--- src/rtl/ddr_arbiter.sv ---
`timescale 1ns/1ps
`default_nettype none
// ============================================================================
// ddr_arbiter: burst-atomic round-robin sharing of one DDRAM port by 3 clients.
// Rev 1.0 -- define DDR_ARB_TIMEOUT_EN to enable the read-burst watchdog.
// ============================================================================
module ddr_arbiter #(
  parameter int ADDR_WIDTH     = 32,
  parameter int DATA_WIDTH     = 64,
  parameter int BURST_WIDTH    = 8,
  parameter int TIMEOUT_CYCLES = 1024
) (
  input  logic                    clk_sys,
  input  logic                    RESET,
  // requester 0: ROM download writer
  input  logic                    req_rd_0,
  input  logic                    req_wr_0,
  input  logic [ADDR_WIDTH-1:0]   req_addr_0,
  input  logic [BURST_WIDTH-1:0]  req_burst_0,
  input  logic [DATA_WIDTH-1:0]   req_din_0,
  input  logic [DATA_WIDTH/8-1:0] req_mask_0,
  output logic                    req_wait_0,
  output logic                    req_valid_0,
  // requester 1: frame buffer writer
  input  logic                    req_rd_1,
  input  logic                    req_wr_1,
  input  logic [ADDR_WIDTH-1:0]   req_addr_1,
  input  logic [BURST_WIDTH-1:0]  req_burst_1,
  input  logic [DATA_WIDTH-1:0]   req_din_1,
  input  logic [DATA_WIDTH/8-1:0] req_mask_1,
  output logic                    req_wait_1,
  output logic                    req_valid_1,
  // requester 2: ROM/tile reader
  input  logic                    req_rd_2,
  input  logic                    req_wr_2,
  input  logic [ADDR_WIDTH-1:0]   req_addr_2,
  input  logic [BURST_WIDTH-1:0]  req_burst_2,
  input  logic [DATA_WIDTH-1:0]   req_din_2,
  input  logic [DATA_WIDTH/8-1:0] req_mask_2,
  output logic                    req_wait_2,
  output logic                    req_valid_2,
  output logic [DATA_WIDTH-1:0]   req_dout,
  // DDRAM port
  output logic                    ddr_rd,
  output logic                    ddr_wr,
  output logic [ADDR_WIDTH-1:0]   ddr_addr,
  output logic [BURST_WIDTH-1:0]  ddr_burst,
  output logic [DATA_WIDTH-1:0]   ddr_din,
  output logic [DATA_WIDTH/8-1:0] ddr_mask,
  input  logic                    ddr_busy,
  input  logic                    ddr_valid,
  input  logic [DATA_WIDTH-1:0]   ddr_dout,
  output logic                    timeout_err
);

  typedef enum logic [1:0] {
    S_IDLE  = 2'd0,
    S_CMD   = 2'd1,
    S_READ  = 2'd2,
    S_WRITE = 2'd3
  } state_t;

  state_t                  state_q, state_d;
  logic [1:0]              grant_q, grant_d;
  logic [1:0]              last_grant_q, last_grant_d;
  logic [BURST_WIDTH-1:0]  cnt_q, cnt_d;
  logic [BURST_WIDTH-1:0]  burst_q, burst_d;

  logic [2:0]              req_v, wait_v, valid_v, gmask;
  logic [1:0]              next_grant;
  logic                    sel_rd, sel_wr;
  logic [ADDR_WIDTH-1:0]   sel_addr;
  logic [BURST_WIDTH-1:0]  sel_burst, burst_eff;
  logic [DATA_WIDTH-1:0]   sel_din;
  logic [DATA_WIDTH/8-1:0] sel_mask;

  if (TIMEOUT_CYCLES < 2) begin : g_bad_timeout
    $error("TIMEOUT_CYCLES must be at least 2");
  end

`ifdef DDR_ARB_TIMEOUT_EN
  localparam int WD_W = $clog2(TIMEOUT_CYCLES) + 1;
  logic [WD_W-1:0] wd_q, wd_d;
  logic            err_q, err_d;
  assign timeout_err = err_q;
`else
  assign timeout_err = 1'b0;
`endif

  assign req_v = {req_rd_2 | req_wr_2, req_rd_1 | req_wr_1, req_rd_0 | req_wr_0};
  assign gmask = 3'b001 << grant_q;
  assign burst_eff = (sel_burst == '0) ? BURST_WIDTH'(1) : sel_burst;

  always_comb begin
    sel_rd    = req_rd_2;
    sel_wr    = req_wr_2;
    sel_addr  = req_addr_2;
    sel_burst = req_burst_2;
    sel_din   = req_din_2;
    sel_mask  = req_mask_2;
    case (grant_q)
      2'd0: begin
        sel_rd    = req_rd_0;
        sel_wr    = req_wr_0;
        sel_addr  = req_addr_0;
        sel_burst = req_burst_0;
        sel_din   = req_din_0;
        sel_mask  = req_mask_0;
      end
      2'd1: begin
        sel_rd    = req_rd_1;
        sel_wr    = req_wr_1;
        sel_addr  = req_addr_1;
        sel_burst = req_burst_1;
        sel_din   = req_din_1;
        sel_mask  = req_mask_1;
      end
      default: ;
    endcase
  end

  // search starts at the requester after the previous winner
  always_comb begin
    next_grant = 2'd0;
    case (last_grant_q)
      2'd0:    next_grant = req_v[1] ? 2'd1 : (req_v[2] ? 2'd2 : 2'd0);
      2'd1:    next_grant = req_v[2] ? 2'd2 : (req_v[0] ? 2'd0 : 2'd1);
      default: next_grant = req_v[0] ? 2'd0 : (req_v[1] ? 2'd1 : 2'd2);
    endcase
  end

  always_comb begin
    state_d      = state_q;
    grant_d      = grant_q;
    last_grant_d = last_grant_q;
    cnt_d        = cnt_q;
    burst_d      = burst_q;
`ifdef DDR_ARB_TIMEOUT_EN
    wd_d         = wd_q;
    err_d        = err_q;
`endif
    ddr_rd    = 1'b0;
    ddr_wr    = 1'b0;
    ddr_addr  = sel_addr;
    ddr_burst = burst_eff;
    ddr_din   = sel_din;
    ddr_mask  = sel_mask;
    wait_v    = 3'b111;
    valid_v   = 3'b000;

    case (state_q)
      S_IDLE: begin
        if (|req_v) begin
          grant_d      = next_grant;
          last_grant_d = next_grant;
          state_d      = S_CMD;
        end
      end
      S_CMD: begin
        ddr_rd = sel_rd;
        ddr_wr = sel_wr & ~sel_rd;
        wait_v = ~gmask | {3{ddr_busy}};
        if (!sel_rd && !sel_wr) begin
          state_d = S_IDLE;
        end else if (!ddr_busy) begin
          if (sel_rd) begin
            cnt_d   = burst_eff;
            state_d = S_READ;
`ifdef DDR_ARB_TIMEOUT_EN
            wd_d    = '0;
`endif
          end else begin
            cnt_d   = burst_eff - BURST_WIDTH'(1);
            burst_d = burst_eff;
            state_d = (burst_eff == BURST_WIDTH'(1)) ? S_IDLE : S_WRITE;
          end
        end
      end
      S_READ: begin
        valid_v = gmask & {3{ddr_valid}};
        if (ddr_valid) begin
          cnt_d = cnt_q - BURST_WIDTH'(1);
          if (cnt_q == BURST_WIDTH'(1)) state_d = S_IDLE;
        end
`ifdef DDR_ARB_TIMEOUT_EN
        wd_d = wd_q + WD_W'(1);
        if (!(ddr_valid && cnt_q == BURST_WIDTH'(1)) && wd_q == WD_W'(TIMEOUT_CYCLES - 1)) begin
          state_d = S_IDLE;
          err_d   = 1'b1;
        end
`endif
      end
      S_WRITE: begin
        // the burst count seen by the DDR must stay at the first-beat value
        ddr_wr    = sel_wr;
        ddr_burst = burst_q;
        wait_v    = ~gmask | {3{ddr_busy}};
        if (sel_wr && !ddr_busy) begin
          cnt_d = cnt_q - BURST_WIDTH'(1);
          if (cnt_q == BURST_WIDTH'(1)) state_d = S_IDLE;
        end
      end
      default: state_d = S_IDLE;
    endcase
  end

  always_ff @(posedge clk_sys or posedge RESET) begin
    if (RESET) begin
      state_q      <= S_IDLE;
      grant_q      <= 2'd0;
      last_grant_q <= 2'd2;
      cnt_q        <= '0;
      burst_q      <= '0;
`ifdef DDR_ARB_TIMEOUT_EN
      wd_q         <= '0;
      err_q        <= 1'b0;
`endif
    end else begin
      state_q      <= state_d;
      grant_q      <= grant_d;
      last_grant_q <= last_grant_d;
      cnt_q        <= cnt_d;
      burst_q      <= burst_d;
`ifdef DDR_ARB_TIMEOUT_EN
      wd_q         <= wd_d;
      err_q        <= err_d;
`endif
    end
  end

  assign {req_wait_2, req_wait_1, req_wait_0}    = wait_v;
  assign {req_valid_2, req_valid_1, req_valid_0} = valid_v;
  assign req_dout = ddr_dout;

endmodule
`default_nettype wire

--- config.mk ---
export PLATFORM = sky130hd
export DESIGN_NAME = ddr_arbiter
export DESIGN_NICKNAME = d
export VERILOG_FILES = /design/src/rtl/ddr_arbiter.sv
export SDC_FILE = /design/constraint.sdc
export NUM_CORES = 1
export LEC_CHECK = 0
export CAP_MARGIN = 20
export CORE_AREA = 2 2 232 234
export CTS_CLUSTER_DIAMETER = 40
export DETAILED_ROUTE_END_ITERATION = 7
export DIE_AREA = 0 0 234 236
export HOLD_SLACK_MARGIN = 0.1
export PLACE_DENSITY = 0.39
export SLEW_MARGIN = 5
export SYNTH_ARGS = -nofsm -noshare
export SYNTH_HDL_FRONTEND = slang
export SYNTH_SLANG_ARGS = --single-unit
--- constraint.sdc ---
create_clock -name clk_sys -period 5.4 [get_ports clk_sys]
set_input_delay 1.35 -clock clk_sys [delete_from_list [all_inputs] [get_ports clk_sys]]
set_output_delay 1.35 -clock clk_sys [all_outputs]
set_load 0.02 [all_outputs]
==> results.md, run 1 <==
* Result of the run: finished clean
* Routed length per instance at roughly 17 microns
* Clock latency on the worst-skew pair at roughly 0.26 ns
* Cells on Worst Hold Path at 2
* First-pass GRT wire length at 39.0 mm
* Die Footprint at 55,200 sq um
* Max Cap Violations at 0
* Cell total after placement at roughly 1,700
* Fraction of the yosys area taken by sequential cells at approximately 12%
* Number of nets in the finished design at around 1,400
* Clock tree buffer depth at 2
* Maximum number of pins on one net before global-route repair at 119
* EDFF count, synth at 0
* Startpoint of the most critical register-to-register path: grant_q[0]$_DFFE_PP0P_
* Transition time at the pin with the least slew margin at 0.901 ns
* Number of antenna violations at the first check in global routing at 5
* Startpoint Class: input pin
* Initial core utilization at under 10%
* Top cells by instance count after synthesis: sky130_fd_sc_hd__nand2_1 (132), sky130_fd_sc_hd__o21ai_0 (129), sky130_fd_sc_hd__mux2i_1 (111)
* Max Fclk at slightly below 0.2 GHz
* Asr flop ratio synth at 100%
* Proportion of netlist area held by the largest area contributor at between 20% and 30%
* Worst-path fanout max at 4
* Hold_sp: burst_q[0]$_DFFE_PP0P_
* Final critical path time including I/O delays and setup at 5.04 ns
* Number of setup violations in the final report at 0
* Endpoints failing hold at 0
* Cell type with the highest aggregate area in the netlist: sky130_fd_sc_hd__mux2i_1
* Synthesized netlist net count at 1,037
* Total congestion overflow after global routing at 0
* Leading cell types by total area after synthesis: sky130_fd_sc_hd__mux2i_1 (26%), sky130_fd_sc_hd__o21ai_0 (15%), sky130_fd_sc_hd__dfrtp_1 (12%)
* Ratio of cells with drive above 1 in the final layout at approximately 4.0%
* Data arrival time of the worst path at between 3 and 4 ns
* Die Width at ~230 microns
* Cell area after placement at about 9300 sq um
* Core area at between 50,000 and 60,000 sq um
* Detailed-route vias per instance at 3.37
* WHS at ~0.47 ns
* CTS Root Buffer Type: sky130_fd_sc_hd__clkbuf_16
* Worst slack, placed at 0.367 ns
* Cell area after layout at 9380 sq um
* Sink Count at 21
* Data required time of the critical path at slightly above 4 ns
* Area of the mapped netlist at approximately 4300 sq um
* Synth Register Bits at 21
* Layout area overhead at 117%
* Reported leakage power at about 3.4 nW
* Cells on worst reg2reg path at 6
* TritonCTS buffer count at 3
* Count of yosys warnings during synthesis at 0
* Vertical die dimension at around 240 microns
* Ports at about 600
* Pins over their slew limit at 0
* Fin crit share at just over 90%
* Worst Clk Skew at 0.00669 ns
* Register-to-register path setup slack at between 2 and 3 ns
* Most used DFF post-synth: sky130_fd_sc_hd__dfrtp_1
* Number of instances resized during post-cts repair at 0
* Largest voltage drop on the vdd net at 0.181 mV
* Worst slew margin at 39.9%
* Count of unique library cells instantiated by Yosys at 54
* Setup repair bufs after CTS at 0
* Type of element capturing the critical path: output pin
* Leading cell type by number of instances after synthesis: sky130_fd_sc_hd__nand2_1
* Final weighted congestion in routability-driven placement at around 0.76
* CTS hold repair buffers at 0
* Global-route usage over all layers at 9.50%
* Non-filler instance count after layout at around 1,700
* Utilization after layout at 17.7%
* Number of global-route vias before repair at approximately 5,800
* Design Power at roughly 4.3 mW
* FF-to-FF End: cnt_q[3]$_DFFE_PP0P_
* Count of mapped cells out of synthesis at ~620
* Placement Rows at 85
* Number of levels in the clock H-tree at 1
* Post-detail-place hpwl at ~24 mm
* Worst-case setup margin in the final layout at approximately 0.36 ns
* Vias post-DR at between 5,000 and 6,000
* Sum of negative setup slack at 0 ns
* WS Path Type: in -> out
* Mean area per synthesized cell at between 6 and 7 sq um
* Routed wire length at around 28 mm
* Clock tree from TritonCTS: done
* Detail Route Antenna Nets at 0
* Starting DRT DRC Count at ~250
* Endpoint of the worst hold path: burst_q[0]$_DFFE_PP0P_
* Count of port buffers added during placement at 465
* First-pass detailed-route iteration total at 4
* Remaining routing DRC violations at 0
* Ratio of total power to cell area at roughly 460 nW/um^2
* Unrepaired setup endpoints after global routing: false
* Class of the worst hold path: reg -> reg
* Post-CTS clock slew at the launch and capture registers of the worst setup and hold paths at 0.06 ns
-- sequential cells by signal, indices dropped and copies added (netlist names) --
register      count
cnt_q             8
burst_q           8
last_grant_q      1
grant_q           2
state_q           2
-- cells by family (layout without fill, tap and decap cells) --
kind of cell,count (synthesis),in the layout,synth area share (%)
simple gates,190,190,19.2
compound gates,159,159,20.5
buf+inv,118,487,16.4
other cells,1,4,0.0866
xor+xnor,5,5,1.01
mux,125,125,29.6
flops,21,21,12.2
fa+ha+maj,4,4,1.16
-- how the worst max path moves through the flow --
stage / start / endpoint / slack, ns / depth (start not counted)
floorplan: req_burst_1[3] / ddr_burst[0] / 1.46 / 6
global placement: req_burst_1[7] / ddr_burst[0] / 0.46 / 8
detailed placement: req_burst_1[7] / ddr_burst[0] / 0.37 / 8
CTS: req_burst_0[7] / ddr_burst[0] / 0.37 / 8
global route: req_burst_0[7] / ddr_burst[0] / 0.22 / 8
finish: req_burst_0[7] / ddr_burst[0] / 0.36 / 8
-- layer usage --
metal | GRT usage (%) | part of all wire [%]
met1 | 9.49 | 35
met2 | 17.9 | 52
met3 | 4.39 | 11
met4 | 1.57 | 1.2
met5 | 0.625 | 0.22
-- final cells by class --
cell class / instances / area [sq um]
Tap cell: 696 / 871
Antenna cell: 3 / 7.51
Inverter: 6 / 22.5
Fill cell: 6033 / 43700
Clock inverter: 1 / 5.00
Timing Repair Buffer: 477 / 4770
Sequential cell: 21 / 534
Multi-Input combinational cell: 484 / 3090
Clock buffer: 3 / 75.1
-- worst max-delay path: stages --
cell	delay, ns
sky130_fd_sc_hd__clkdlybuf4s50_1	0.46
sky130_fd_sc_hd__mux2i_1	0.10
sky130_fd_sc_hd__o21ai_0	0.46
sky130_fd_sc_hd__nor3b_1	0.13
sky130_fd_sc_hd__a21boi_2	0.27
sky130_fd_sc_hd__inv_1	0.10
sky130_fd_sc_hd__mux2_2	0.27
sky130_fd_sc_hd__clkdlybuf4s50_1	0.54
-- report_power, final --
| group | switching [mW] | internal (mW) |
|---|---|---|
| Sequential | 0.169 | 0.238 |
| Clock | 0.0615 | 0.0996 |
| Combinational | 1.98 | 1.73 |
| Total | 2.21 | 2.07 |
-- placed cells by master (no fill, tap or decap), types with 4 or more instances in the layout --
cell,instances
sky130_fd_sc_hd__nand3_1,6
sky130_fd_sc_hd__nor2_1,18
sky130_fd_sc_hd__buf_4,10
sky130_fd_sc_hd__mux2i_1,111
sky130_fd_sc_hd__mux2_2,9
sky130_fd_sc_hd__ha_1,4
sky130_fd_sc_hd__inv_1,6
sky130_fd_sc_hd__dfrtp_1,18
sky130_fd_sc_hd__nor3_1,4
sky130_fd_sc_hd__nand2_1,132
sky130_fd_sc_hd__nor3b_1,8
sky130_fd_sc_hd__o21ai_0,129
sky130_fd_sc_hd__clkdlybuf4s50_1,465
sky130_fd_sc_hd__a21oi_1,5
No activity file was read; power rests on OpenSTA's default activity.
==> run 2: changes to the inputs <==
- CORE_AREA: 2 2 232 234 -> 2 2 228 230
- CTS_BUF_LIST: unset -> sky130_fd_sc_hd__clkbuf_8
- DIE_AREA: 0 0 234 236 -> 0 0 230 232
- PLACE_DENSITY: 0.39 -> 0.4
==> results.md, run 2 (synthesis gave the netlist of run 1 again) <==
* Result of the run: finished clean (unchanged)
* Layout area overhead at 115% (was 117%)
* Detailed-route vias per instance at 3.43 (was 3.37)
* First-pass GRT wire length at 39.5 mm (was 39.0 mm)
* Max Fclk at 0.203 GHz (was 0.199 GHz)
* Hold_sp: burst_q[1]$_DFFE_PP0P_ (was burst_q[0]$_DFFE_PP0P_)
* CP cell instances: clkdlybuf4s50_1, mux2i_1, o21ai_0, nor3b_1, a21boi_2, inv_1, mux2_2, clkdlybuf4s50_1 (unchanged)
* Combinational group share of total power at 88.8% (was 86.7%)
* Worst Setup SP: req_burst_1[7] (was req_burst_0[7])
* Met2 Resource Use GR at 18.3% (was 17.9%)
* Final weighted congestion in routability-driven placement at 0.810 (was 0.760)
* Detail Route Antenna Nets at 0 (unchanged)
* Endpoints failing hold at 0 (unchanged)
* Ports at 595 (unchanged)
* Seq pwr share at 8.6% (was 9.5%)
* Type of element capturing the critical path: output pin (unchanged)
* Clk pwr share at 2.5% (was 3.8%)
* Number of antenna violations at the first check in global routing at 3 (was 5)
* Count of port buffers added during placement at 465 (unchanged)
* Grt met1 use at 10.3% (was 9.49%)
* Largest registers: burst_q (8), cnt_q (8) (unchanged)
* Design Power at 4.24 mW (was 4.28 mW)
* Worst Clk Skew at 0.00325 ns (was 0.00669 ns)
* CTS hold repair buffers at 0 (unchanged)
* Initial core utilization at 8.51% (was 8.16%)
* Number of nets in the finished design at 1,405 (was 1,407)
* Leading cell type in the layout, fill and taps excluded: sky130_fd_sc_hd__clkdlybuf4s50_1 (unchanged)
* Worst-path fanout max at 4 (unchanged)
* Ratio of total power to cell area at 455 nW/um^2 (was 456 nW/um^2)
* Reported leakage power at 3.34 nW (was 3.36 nW)
* Max incr delay on CP at 0.54 ns (about the same)
* Most Used Layer, Global Route: met2 (unchanged)
* Slowest cell on crit path: sky130_fd_sc_hd__clkdlybuf4s50_1 (unchanged)
* Class of the worst hold path: reg -> reg (unchanged)
* Vias post-DR at 5,728 (was 5,697)
* Number of setup violations in the final report at 0 (unchanged)
* Clock tree buffer depth at 2 (unchanged)
* Ratio of cells with drive above 1 in the final layout at 3.84% (was 4.03%)
* Unrepaired setup endpoints after global routing: false (unchanged)
* Global routing met3 resource utilization at 4.67% (was 4.39%)
* Startpoint of the most critical register-to-register path: grant_q[1]$_DFFE_PP0P_ (was grant_q[0]$_DFFE_PP0P_)
* Starting DRT DRC Count at 224 (was 252)
* Max Cap Violations at 0 (unchanged)
* Fin crit share at 91.1% (was 93.2%)
* Number of global-route vias before repair at 5,893 (was 5,842)
* Die Footprint at 53,400 sq um (was 55,200 sq um)
* Die Width at 230 microns (was 234 microns)
* Data arrival time of the worst path at 3.57 ns (was 3.69 ns)
* Clock tree from TritonCTS: done (unchanged)
* Diode insertion count for antenna repair at 0 (was 3)
* Vertical die dimension at 232 microns (was 236 microns)
* Final critical path time including I/O delays and setup at 4.92 ns (was 5.04 ns)
* Startpoint Class: input pin (unchanged)
* Pins over their slew limit at 0 (unchanged)
* Routed length per instance at 17.1 microns (was 16.7 microns)
* Setup repair bufs after CTS at 0 (unchanged)
* Sum of negative setup slack at 0 ns (unchanged)
* Global-route usage over all layers at 9.77% (was 9.50%)
* Placement Rows at 83 (was 85)
* Sink Count at 21 (unchanged)
* Data required time of the critical path at 4.05 ns (about the same)
* Total congestion overflow after global routing at 0 (unchanged)
* Post-CTS clock slew at the launch and capture registers of the worst setup and hold paths at 0.08 ns (was 0.06 ns)
* Internal Dissipation at 2.03 mW (was 2.07 mW)
* Worst slew margin at 42.4% (was 39.9%)
* Net Switching at 2.21 mW (about the same)
* WS Path Type: in -> out (unchanged)
* Maximum number of pins on one net before global-route repair at 131 (was 119)
* Core area at 50,900 sq um (was 53,100 sq um)
* Remaining routing DRC violations at 0 (unchanged)
* Net switching fraction of the power at 52.2% (was 51.7%)
* Routed wire length at 28.5 mm (was 28.3 mm)
* Largest voltage drop on the vdd net at 0.214 mV (was 0.181 mV)
* TritonCTS buffer count at 3 (unchanged)
* First-pass detailed-route iteration total at 4 (unchanged)
* Number of levels in the clock H-tree at 1 (unchanged)
* Commonest cells after routing, fill and taps aside: sky130_fd_sc_hd__clkdlybuf4s50_1 (465), sky130_fd_sc_hd__nand2_1 (132), sky130_fd_sc_hd__o21ai_0 (129) (unchanged)
* Number of instances resized during post-cts repair at 0 (unchanged)
* Clock latency on the worst-skew pair at 0.26 ns (about the same)
* CTS Root Buffer Type: sky130_fd_sc_hd__clkbuf_8 (was sky130_fd_sc_hd__clkbuf_16)
* Post-detail-place hpwl at 24.3 mm (was 24.1 mm)
* Most common cell type on the critical path: sky130_fd_sc_hd__clkdlybuf4s50_1 (unchanged)
* Transition time at the pin with the least slew margin at 0.863 ns (was 0.901 ns)
[run 2: layer usage]
layer / vias to the layer above / share of wire (%)
met4: 2 / 0.25
li1: 2846 / -
met3: 10 / 11
met1: 2554 / 36
met2: 316 / 52
met5: - / 0.046
[run 2: worst paths after layout]
check                                    endpoint  slack (ns)  cells after the start
setup reg to reg             cnt_q[3]$_DFFE_PP0P_        2.64                      6
hold reg to reg            burst_q[1]$_DFFE_PP0P_        0.49                      2
min in group asynchronous  burst_q[1]$_DFFE_PP0P_        1.57                      2
max in group asynchronous  grant_q[0]$_DFFE_PP0P_        3.20                      2
hold / removal             burst_q[1]$_DFFE_PP0P_        0.49                      2
setup / recovery                     ddr_burst[0]        0.48                      8
[run 2: per-stage QoR]
step | cells | utilization (%) | area (sq um) | setup slack (ns) | hold slack [ns]
after global placement | 1666 | 18.2 | 9280 | 0.514 | 0.465
after floorplan | 623 | - | 4330 | 1.46 | 0.444
after global routing | 1670 | 18.3 | 9330 | 0.275 | 0.521
after detailed placement | 1666 | 18.2 | 9280 | 0.450 | 0.471
final | 1670 | 18.3 | 9330 | 0.482 | 0.489
after CTS | 1670 | 18.3 | 9330 | 0.447 | 0.493
[run 2: cell type report]
cell class	instances	area (sq um)
clock buffers	3	41.3
well taps	680	851
flip-flops and latches	21	534
multi-input cells	484	3090
inverters	6	22.5
repair buffers	475	4780
fillers	5789	41600
clock inverters	1	5.00
[run 2: power by group through the flow]
stage	Sequential, mW	Combinational (mW)	Clock [mW]
floorplan	0.277	2.18	0
detailed placement	0.374	3.80	0
global placement	0.377	3.83	0
finish	0.367	3.77	0.108
global route	0.388	4.06	0.119
CTS	0.372	3.83	0.115
[run 2: worst max-delay path: cells and delay by family]
| kind | cells | cell delay [ns] |
|---|---|---|
| compound gates | 2 | 0.64 |
| buf+inv | 3 | 1.08 |
| mux | 2 | 0.37 |
| simple gates | 1 | 0.12 |
